<file path="src/rtl/serial_adder.sv">
// serial_adder: bit-serial WIDTH-bit adder, one full-adder cell plus carry flop.
// Operands are processed LSB-first, one bit per clock.
// Ports:
//   clk, rst_n    - clock, asynchronous active-low reset
//   start         - request, accepted in IDLE or DONE
//   A, B          - operands, captured on the accepting edge
//   Sum, Cout     - registered result (A+B mod 2^WIDTH) and carry out of the MSB
//   busy          - high while bits are being shifted
//   done          - one-cycle pulse when Sum/Cout hold the final result
module serial_adder #(
    parameter int unsigned WIDTH = 8
) (
    input  logic             clk,
    input  logic             rst_n,
    input  logic             start,
    input  logic [WIDTH-1:0] A,
    input  logic [WIDTH-1:0] B,
    output logic [WIDTH-1:0] Sum,
    output logic             Cout,
    output logic             busy,
    output logic             done
);

    localparam int unsigned CNT_W = (WIDTH > 1) ? $clog2(WIDTH) : 1;
    localparam logic [CNT_W-1:0] LAST_BIT = CNT_W'(WIDTH - 1);

    typedef enum logic [1:0] {
        S_IDLE  = 2'd0,
        S_SHIFT = 2'd1,
        S_DONE  = 2'd2
    } state_t;

    state_t             state_q, state_d;
    logic [WIDTH-1:0]   a_q, a_d;
    logic [WIDTH-1:0]   b_q, b_d;
    logic [WIDTH-1:0]   sum_q, sum_d;
    logic               cout_q, cout_d;
    logic               carry_q, carry_d;
    logic [CNT_W-1:0]   cnt_q, cnt_d;
    logic               busy_q, busy_d;
    logic               done_q, done_d;
    logic               s_bit;
    logic               c_next;

    // State and datapath registers
    always_ff @(posedge clk or negedge rst_n) begin
        if (!rst_n) begin
            state_q <= S_IDLE;
            a_q     <= '0;
            b_q     <= '0;
            sum_q   <= '0;
            cout_q  <= 1'b0;
            carry_q <= 1'b0;
            cnt_q   <= '0;
            busy_q  <= 1'b0;
            done_q  <= 1'b0;
        end else begin
            state_q <= state_d;
            a_q     <= a_d;
            b_q     <= b_d;
            sum_q   <= sum_d;
            cout_q  <= cout_d;
            carry_q <= carry_d;
            cnt_q   <= cnt_d;
            busy_q  <= busy_d;
            done_q  <= done_d;
        end
    end

    // Next-state, full-adder cell and shift logic
    always_comb begin
        state_d = state_q;
        a_d     = a_q;
        b_d     = b_q;
        sum_d   = sum_q;
        cout_d  = cout_q;
        carry_d = carry_q;
        cnt_d   = cnt_q;
        s_bit   = a_q[0] ^ b_q[0] ^ carry_q;
        c_next  = (a_q[0] & b_q[0]) | (carry_q & (a_q[0] ^ b_q[0]));

        case (state_q)
            S_IDLE, S_DONE: begin
                // Sum/Cout stay untouched on acceptance; they change on the first SHIFT edge
                if (start) begin
                    a_d     = A;
                    b_d     = B;
                    carry_d = 1'b0;
                    cnt_d   = '0;
                    state_d = S_SHIFT;
                end else begin
                    state_d = S_IDLE;
                end
            end
            S_SHIFT: begin
                a_d     = a_q >> 1;
                b_d     = b_q >> 1;
                // New sum bit enters at the MSB; after WIDTH shifts it lands in place
                sum_d   = (sum_q >> 1) | (WIDTH'(s_bit) << (WIDTH - 1));
                carry_d = c_next;
                cnt_d   = cnt_q + CNT_W'(1);
                if (cnt_q == LAST_BIT) begin
                    cout_d  = c_next;
                    state_d = S_DONE;
                end
            end
            default: state_d = S_IDLE;
        endcase

        // Status flags are registered copies of the upcoming state
        busy_d = (state_d == S_SHIFT);
        done_d = (state_d == S_DONE);
    end

    assign Sum  = sum_q;
    assign Cout = cout_q;
    assign busy = busy_q;
    assign done = done_q;

endmodule

</file>
<file path="config.mk">
export PLATFORM = sky130hd
export DESIGN_NAME = serial_adder
export DESIGN_NICKNAME = d
export VERILOG_FILES = /design/src/rtl/serial_adder.sv
export SDC_FILE = /design/constraint.sdc
export NUM_CORES = 1
export LEC_CHECK = 0
export ABC_AREA = 0
export CORE_MARGIN = 2
export CORE_UTILIZATION = 56
export CTS_CLUSTER_DIAMETER = 80
export DETAILED_ROUTE_END_ITERATION = 10
export GPL_ROUTABILITY_DRIVEN = 0
export HOLD_SLACK_MARGIN = 0.08
export PLACE_DENSITY = 0.83
export REMOVE_ABC_BUFFERS = 1
export SLEW_MARGIN = 15
export SYNTH_ARGS = -nofsm -noshare
export SYNTH_HDL_FRONTEND = slang
export SYNTH_SLANG_ARGS = --single-unit
export TNS_END_PERCENT = 30
</file>
<file path="constraint.sdc">
create_clock -name clk -period 2.39 [get_ports clk]
set_clock_uncertainty 0.1 [all_clocks]
set_input_delay 0.3585 -clock clk [delete_from_list [all_inputs] [get_ports clk]]
set_output_delay 0.3585 -clock clk [all_outputs]
set_load 0.005 [all_outputs]
</file>
==> impl_metrics.json, run 1 <==
{
  "numCtsBuffers": 5,
  "finalSetupTns_ns": 0,
  "grt_antenna_before_repair": 0,
  "htreeDepth": 2,
  "yosysTopAreaCell": "dfrtp_1",
  "ant_nets": 0,
  "final_nets": 171,
  "max_stage_delay_ns": 0.79,
  "synthTopCellsByArea": "dfrtp_1 49%, mux2i_1 26%, mux2_4 7.1%",
  "drt_iter0_drc": 23,
  "cts.repair.resized": 0,
  "routed_wirelength_um": 2720,
  "ys_warn_count": 0,
  "post_drt_wl_per_cell_um": 15.0,
  "hold_path_class": "primary input to asynchronous set/reset pin",
  "p_sw_mw": 0.689,
  "antenna_cells": 0,
  "final-max-slew-violation-count": 0,
  "clk_pin_slew_ns": 0.09,
  "firstDrtPassIters": 4,
  "maxCapViolations": 0,
  "fin_crit_sh": 0.702,
  "grt_pass1_wl_um": 4480,
  "cp-end-kind": "flip-flop",
  "powerDensity_nw_per_um2": 1110,
  "dieArea_um2": 3490,
  "hold_viol": 0,
  "clock_path_buffers": 2,
  "fin_crit_ns": 1.68,
  "drive_above_1_share": 0.160,
  "first_global_vias": 997,
  "mostFrequentLayoutCell": "mux2i_1",
  "rows": 19,
  "cp_max_fo": 16,
  "avgSynthCellArea_um2": 14.5,
  "finish.utilization": 0.713,
  "vias": 1016,
  "start_util": 0.600,
  "yosys_register_bits": 33,
  "layout_common_cells": "44 x mux2i_1, 33 x dfrtp_1, 29 x clkdlybuf4s50_1, 8 x mux2_4",
  "core_area_um2": 2830,
  "path_cells": "nand2b_4 > mux2_4",
  "die_h_um": 59.1,
  "peakVddDrop_v": 0.000568,
  "cpMaxStageDelayCell": "dfrtp_1",
  "netSwitchingFraction": 0.308,
  "ys_types": 18,
  "synth_top_area_frac": 0.486,
  "globalRouteOverflowTotal": 0,
  "netlist_instances": 117,
  "ys_seq_area_frac": 0.486,
  "worst_pin_slew_ns": 0.681,
  "cts.sinks": 33,
  "status": "finished clean",
  "syn_to_final_growth_pct": 18.8,
  "layout.cells.non_filler": 181,
  "p_leak_nw": 0.969,
  "place_inst": 173,
  "critPathKind": "flip-flop to flip-flop",
  "via_per_inst": 5.61,
  "worstSetupStartpointType": "flip-flop",
  "share_comb_of_total_power": 0.420,
  "clock_latency_ns": 0.32,
  "cts_tree": "built",
  "rsz0062_at_grt": "false",
  "io_buffers": 29,
  "gr-usage-all-layers": 0.174,
  "cts_hold_buf": 0,
  "crit_arrival_ns": 1.78,
  "setup_violations": 0,
  "cellInternalPower_mw": 1.54,
  "syn-cell-area_um2": 1700,
  "p_seq_frac": 0.455,
  "io_pins": 30,
  "drc": 0,
  "slew_headroom": 0.546,
  "post_cts_buffers": 0,
  "dp_hpwl_um": 1980,
  "root_buffer": "clkbuf_4",
  "max_clock_freq_mhz": 596,
  "die_x_um": 59.1,
  "grt_max_degree": 34,
  "pwr-share-clk": 0.124,
  "required_ns": 2.49
}
-- through the flow --
step	total power, mW	instance area (µm²)	hold slack [ns]	setup slack [ns]
after floorplan	1.61	1600	-0.0371	0.628
after global routing	2.40	2020	0.373	0.629
after CTS	2.27	2020	0.337	0.682
after global placement	1.92	1970	0.385	0.677
after detailed placement	1.99	1970	0.401	0.630
final	2.23	2020	0.340	0.712
-- cell usage after synthesis, drive strengths merged --
cell,n
mux2,14
fa,1
a22o,4
dfrtp,33
ha,2
mux2i,44
buf,9
and3b,2
nand3,2
nor2,2
o21ai,2
nand2b,1
xnor2,1
-- registers in the layout, summed over array words and instances, names as in the netlist --
signal,cells
Cout,1
busy,1
b_q,8
Sum,8
state_q,2
done,1
cnt_q,3
a_q,8
carry_q,1
-- layout make-up --
type	count	area (µm²)
flip-flops and latches	33	826
clock buffers	8	48.8
multi-input cells	75	776
fillers	208	812
repair buffers	34	328
well taps	31	38.8
-- routing by layer --
layer	vias to the layer above	share of wire	global-route usage
met2	30	0.50	0.287
met5	-	0	0
met3	0	0.054	0.0590
li1	489	-	-
met1	497	0.45	0.218
met4	0	0	0.0487
-- worst paths after layout --
path | cells after the start | startpoint | to | slack (ns)
max in group asynchronous | 2 | rst_n | b_q[6] | 1.56
min reg2reg | 1 | Cout | Cout | 0.42
max | 2 | state_q[1] | Sum[5] | 0.71
min in group clk | 1 | Cout | Cout | 0.42
min | 2 | rst_n | b_q[2] | 0.34
max reg2reg | 2 | state_q[1] | Sum[5] | 0.71
-- cell families (layout without fill, tap and decap cells) --
logic type,count (synthesis),after routing,synth area share
simple gates,7,7,0.0287
buf+inv,9,42,0.0567
xor+xnor,1,1,0.00516
fa+ha+maj,3,3,0.0265
compound gates,6,6,0.0265
flops,33,33,0.486
mux,58,58,0.370
-- worst max-delay path, delay by kind of cell (launching register included) --
kind | cells | cell delay, ns
flip-flops | 1 | 0.79
multiplexers | 1 | 0.32
AND/OR/NAND/NOR | 1 | 0.36
-- power groups by stage --
stage	clock (mW)	sequential, mW	combinational (mW)
5_1_grt	0.311	1.06	1.03
6_report	0.278	1.02	0.939
3_3_place_gp	0	1.01	0.907
2_1_floorplan	0	1.01	0.592
4_1_cts	0.292	1.02	0.953
3_5_place_dp	0	1.03	0.952
(Power assumes the default switching activity.)
==> inputs of run 2 (changes only) <==
Settings changed: CORE_UTILIZATION 56 to 47, PLACE_DENSITY 0.83 to 0.74.
Clock period 2.39 ns to 1.4 ns, I/O delays scaled along.
==> impl_metrics.json, run 2 (same netlist as run 1, synthesis figures left out) <==
{
  "cp-end-kind": "flip-flop",
  "maxCapViolations": 0,
  "status": "complete, but fails checks",
  "r2r_setup_slack_ns": -0.08,
  "startpoint": "carry_q",
  "start_util": 0.497,
  "firstDrtPassIters": 4,
  "cp_max_fo": 2,
  "dieArea_um2": 4110,
  "finalSetupTns_ns": -0.167,
  "hold_path_class": "primary input to asynchronous set/reset pin",
  "vias": 1091,
  "drive_above_1_share": 0.286,
  "post_drt_wl_per_cell_um": 13.5,
  "clk_pin_slew_ns": 0.10,
  "fin_crit_sh": 1.06,
  "htreeDepth": 2,
  "peakVddDrop_v": 0.000846,
  "numCtsBuffers": 5,
  "ant_nets": 0,
  "clock_latency_ns": 0.34,
  "hold_slack_ns": 0.128,
  "timing.final.ws_setup_ns": -0.0775,
  "globalRouteOverflowTotal": 0,
  "place_inst": 197,
  "routed_wirelength_um": 2890,
  "grt_max_degree": 34,
  "worstSetupStartpointType": "flip-flop",
  "fin_crit_ns": 1.48,
  "dp_hpwl_um": 2030,
  "final_nets": 189,
  "hold_viol": 0,
  "grt_pass1_wl_um": 5040,
  "num-fill-cells": 294,
  "slew_headroom": 0.768,
  "rsz0062_at_grt": "true",
  "antenna_cells": 0,
  "rr_worst_depth": 3,
  "first_global_vias": 1129,
  "via_per_inst": 5.10,
  "cts_tree": "built",
  "violations": "negative setup slack",
  "finish.utilization": 0.657,
  "drc": 0,
  "gr-usage-all-layers": 0.163,
  "setup_violations": 3,
  "root_buffer": "clkbuf_4",
  "clock_path_buffers": 2,
  "layout.cells.non_filler": 214,
  "powerDensity_nw_per_um2": 1940,
  "cts_hold_buf": 0,
  "worst_pin_slew_ns": 0.348,
  "core_area_um2": 3420,
  "die_x_um": 64.1,
  "grt_antenna_before_repair": 0,
  "worstReg2RegEnd": "carry_q",
  "place_ws_ns": -0.138,
  "rows": 21,
  "worstSetupEndpoint": "carry_q",
  "crit_arrival_ns": 1.61,
  "die_h_um": 64.1,
  "p_leak_nw": 1.10,
  "max_clock_freq_mhz": 677,
  "syn_to_final_growth_pct": 32.1,
  "cts.sinks": 33,
  "required_ns": 1.54,
  "drt_iter0_drc": 24,
  "io_buffers": 29,
  "layout_common_cells": "44 x mux2i_1, 33 x dfrtp_1, 20 x buf_4, 18 x clkdlybuf4s50_1, 11 x dlygate4sd2_1",
  "critPathKind": "flip-flop to flip-flop",
  "io_pins": 30,
  "r2r_start": "carry_q",
  "mostFrequentLayoutCell": "mux2i_1",
  "final-max-slew-violation-count": 0
}
[run 2: cell types whose count changed in the layout (fill, tap and decap cells not counted), moves of 2 or more]
cell and change:
ha_1 -2, buf_4 +15, buf_12 +2, clkdlybuf4s50_1 -11, dlygate4sd2_1 +11, clkbuf_1 -2
[run 2: power by group]
part / internal (mW) / switching, mW / leakage [nW] / total [mW]
logic: 1.30 / 0.693 / 0.642 / 1.99
registers: 1.35 / 0.275 / 0.416 / 1.63
clock network: 0.426 / 0.319 / 0.0455 / 0.745
[run 2: critical path, cell delays in order, from the launching register on]
cell and delay, ns:
dfrtp_1 0.42, fa_2 0.39, mux2_2 0.26, a22o_1 0.21
[run 2: metal layers]
metal,up-vias,share of wire,global-route usage
met4,0,0.017,0.0638
met3,6,0.053,0.0546
met1,530,0.45,0.184
met5,-,0,0
li1,527,-,-
met2,28,0.48,0.283
[run 2: repair_timing]
item | CTS | global route
gates resized for setup | 17 | 0
pin swaps | 2 | 1
setup buffers | 8 | 1
setup endpoints to repair | 27 | 14
endpoints found under the hold margin | 0 | 0
[run 2: layout make-up]
cell class	instances	area (µm²)	share of cell area
multi-input cells	75	797	0.355
clock buffers	7	55.1	0.0245
flip-flops and latches	33	826	0.368
well taps	46	57.6	0.0257
clock inverters	1	30.0	0.0134
repair buffers	52	478	0.213
[run 2: worst min path at each step]
| stage | from | to | depth (start not counted) |
|---|---|---|---|
| floorplan | rst_n | Cout | 0 |
| global placement | Cout | Cout | 1 |
| detailed placement | Cout | Cout | 1 |
| CTS | rst_n | Sum[5] | 2 |
| global route | rst_n | Sum[5] | 2 |
| finish | rst_n | carry_q | 2 |
[run 2: per-stage QoR]
step / cell area (µm²) / power [mW]
after floorplan: 1600 / 2.74
after global placement: 2080 / 3.42
after detailed placement: 2080 / 3.54
after CTS: 2240 / 4.41
after global routing: 2240 / 4.69
final: 2240 / 4.36
==> inputs of run 3 (changes only) <==
Settings changed: CORE_MARGIN 2 to 4, SETUP_SLACK_MARGIN from default to 0.02.
==> impl_metrics.json, run 3 (same netlist as run 1, synthesis figures left out) <==
{
  "ant_nets": 0,
  "io_pins": 30,
  "dp_hpwl_um": 2110,
  "rr_worst_depth": 4,
  "powerDensity_nw_per_um2": 1910,
  "mostFrequentLayoutCell": "mux2i_1",
  "start_util": 0.497,
  "maxCapViolations": 0,
  "rows": 21,
  "htreeDepth": 2,
  "top_layer": "met4",
  "grt_max_degree": 34,
  "wl_met2_um": 1610,
  "final-max-slew-violation-count": 0,
  "syn_to_final_growth_pct": 31.4,
  "cellInternalPower_mw": 2.95,
  "die_h_um": 68.1,
  "m1WireLength_um": 1250,
  "drc": 0,
  "worst_pin_slew_ns": 0.389,
  "worstSetupStartpointType": "flip-flop",
  "cts.sinks": 33,
  "p_sw_mw": 1.31,
  "drt_iter0_drc": 29,
  "pwr-share-clk": 0.145,
  "grt_pass1_wl_um": 5290,
  "first_global_vias": 1170,
  "clock_path_buffers": 2,
  "p_leak_nw": 1.10,
  "cts_tree": "built",
  "gr-usage-all-layers": 0.156,
  "clock_latency_ns": 0.34,
  "firstDrtPassIters": 4,
  "status": "complete, but fails checks",
  "fin_crit_ns": 1.49,
  "finalPower_mw": 4.26,
  "p_seq_frac": 0.384,
  "max_clock_freq_mhz": 669,
  "critPathKind": "flip-flop to flip-flop",
  "drive_above_1_share": 0.289,
  "fin_area_um2": 2230,
  "rsz0062_at_grt": "true",
  "layout_common_cells": "44 x mux2i_1, 33 x dfrtp_1, 18 x clkdlybuf4s50_1, 17 x buf_4, 11 x dlygate4sd2_1",
  "placed_cell_area_um2": 2070,
  "place_inst": 194,
  "cp_max_fo": 2,
  "violations": "negative setup slack",
  "io_buffers": 29,
  "die_x_um": 68.1,
  "routed_wirelength_um": 3060,
  "place_ws_ns": -0.132,
  "hold_viol": 0,
  "timing.final.ws_setup_ns": -0.0942,
  "worstReg2RegEnd": "Cout",
  "globalRouteOverflowTotal": 0,
  "cp-end-kind": "flip-flop",
  "root_buffer": "clkbuf_4",
  "wl_met3_um": 139,
  "vias": 1074,
  "peakVddDrop_v": 0.000993,
  "r2r_start": "cnt_q[1]",
  "required_ns": 1.54,
  "share_comb_of_total_power": 0.472,
  "layout.cells.non_filler": 212,
  "hold_path_class": "primary input to asynchronous set/reset pin",
  "netSwitchingFraction": 0.308,
  "crit_arrival_ns": 1.63,
  "numCtsBuffers": 5,
  "clk_pin_slew_ns": 0.10,
  "setup_violations": 13,
  "r2r_setup_slack_ns": -0.09,
  "final_nets": 187,
  "post_drt_wl_per_cell_um": 14.4,
  "slew_headroom": 0.740,
  "grt_antenna_before_repair": 0,
  "fin_crit_sh": 1.07,
  "antenna_cells": 0,
  "dieArea_um2": 4640,
  "via_per_inst": 5.07,
  "cts_hold_buf": 0,
  "core_area_um2": 3420
}
[run 3: critical path, stage by stage (launching register included)]
cell and delay [ns]:
dfrtp_1 0.40, ha_2 0.21, ha_4 0.16, and3b_2 0.22, mux2_4 0.29
[run 3: metrics by stage]
stage / hold WS (ns) / TNS (ns) / util
6_report: 0.133 / -0.393 / 0.653
5_1_grt: 0.145 / -1.64 / 0.653
4_1_cts: 0.132 / -0.284 / 0.640
3_5_place_dp: 0.404 / -1.10 / 0.606
3_3_place_gp: 0.396 / -0.362 / 0.606
2_1_floorplan: -0.186 / -5.16 / -
[run 3: power by group through the flow]
| stage | combinational, mW | sequential (mW) | clock, mW |
|---|---|---|---|
| floorplan | 1.01 | 1.73 | 0 |
| global placement | 1.77 | 1.66 | 0 |
| finish | 2.01 | 1.63 | 0.616 |
| CTS | 1.95 | 1.63 | 0.639 |
| global route | 2.21 | 1.70 | 0.678 |
| detailed placement | 1.84 | 1.69 | 0 |
[run 3: timing repair]
item	4_1_cts	5_1_grt
setup endpoints to repair	23	27
pin swaps	0	3
buffers inserted	7	3
gates resized for setup	14	5
[run 3: cell type report]
class	instances	area [µm²]
Clock buffer	7	65.1
Clock inverter	1	5.00
Fill cell	280	1180
Multi-Input combinational cell	75	802
Sequential cell	33	826
Tap cell	46	57.6
Timing Repair Buffer	50	475
[run 3: worst max-delay path by stage]
stage	slack, ns	depth (start not counted)	from	endpoint
6_report	-0.09	4	cnt_q[1]	Cout
5_1_grt	-0.13	4	cnt_q[1]	Cout
4_1_cts	-0.1	4	cnt_q[1]	Cout
3_5_place_dp	-0.13	3	a_q[0]	carry_q
3_3_place_gp	-0.11	3	a_q[0]	carry_q
2_1_floorplan	-0.36	2	state_q[0]	Cout
[run 3: metal layers]
layer	global-route usage	vias to the layer above
li1	-	520
met4	0.0744	0
met5	0	-
met1	0.179	517
met3	0.0427	7
met2	0.267	30
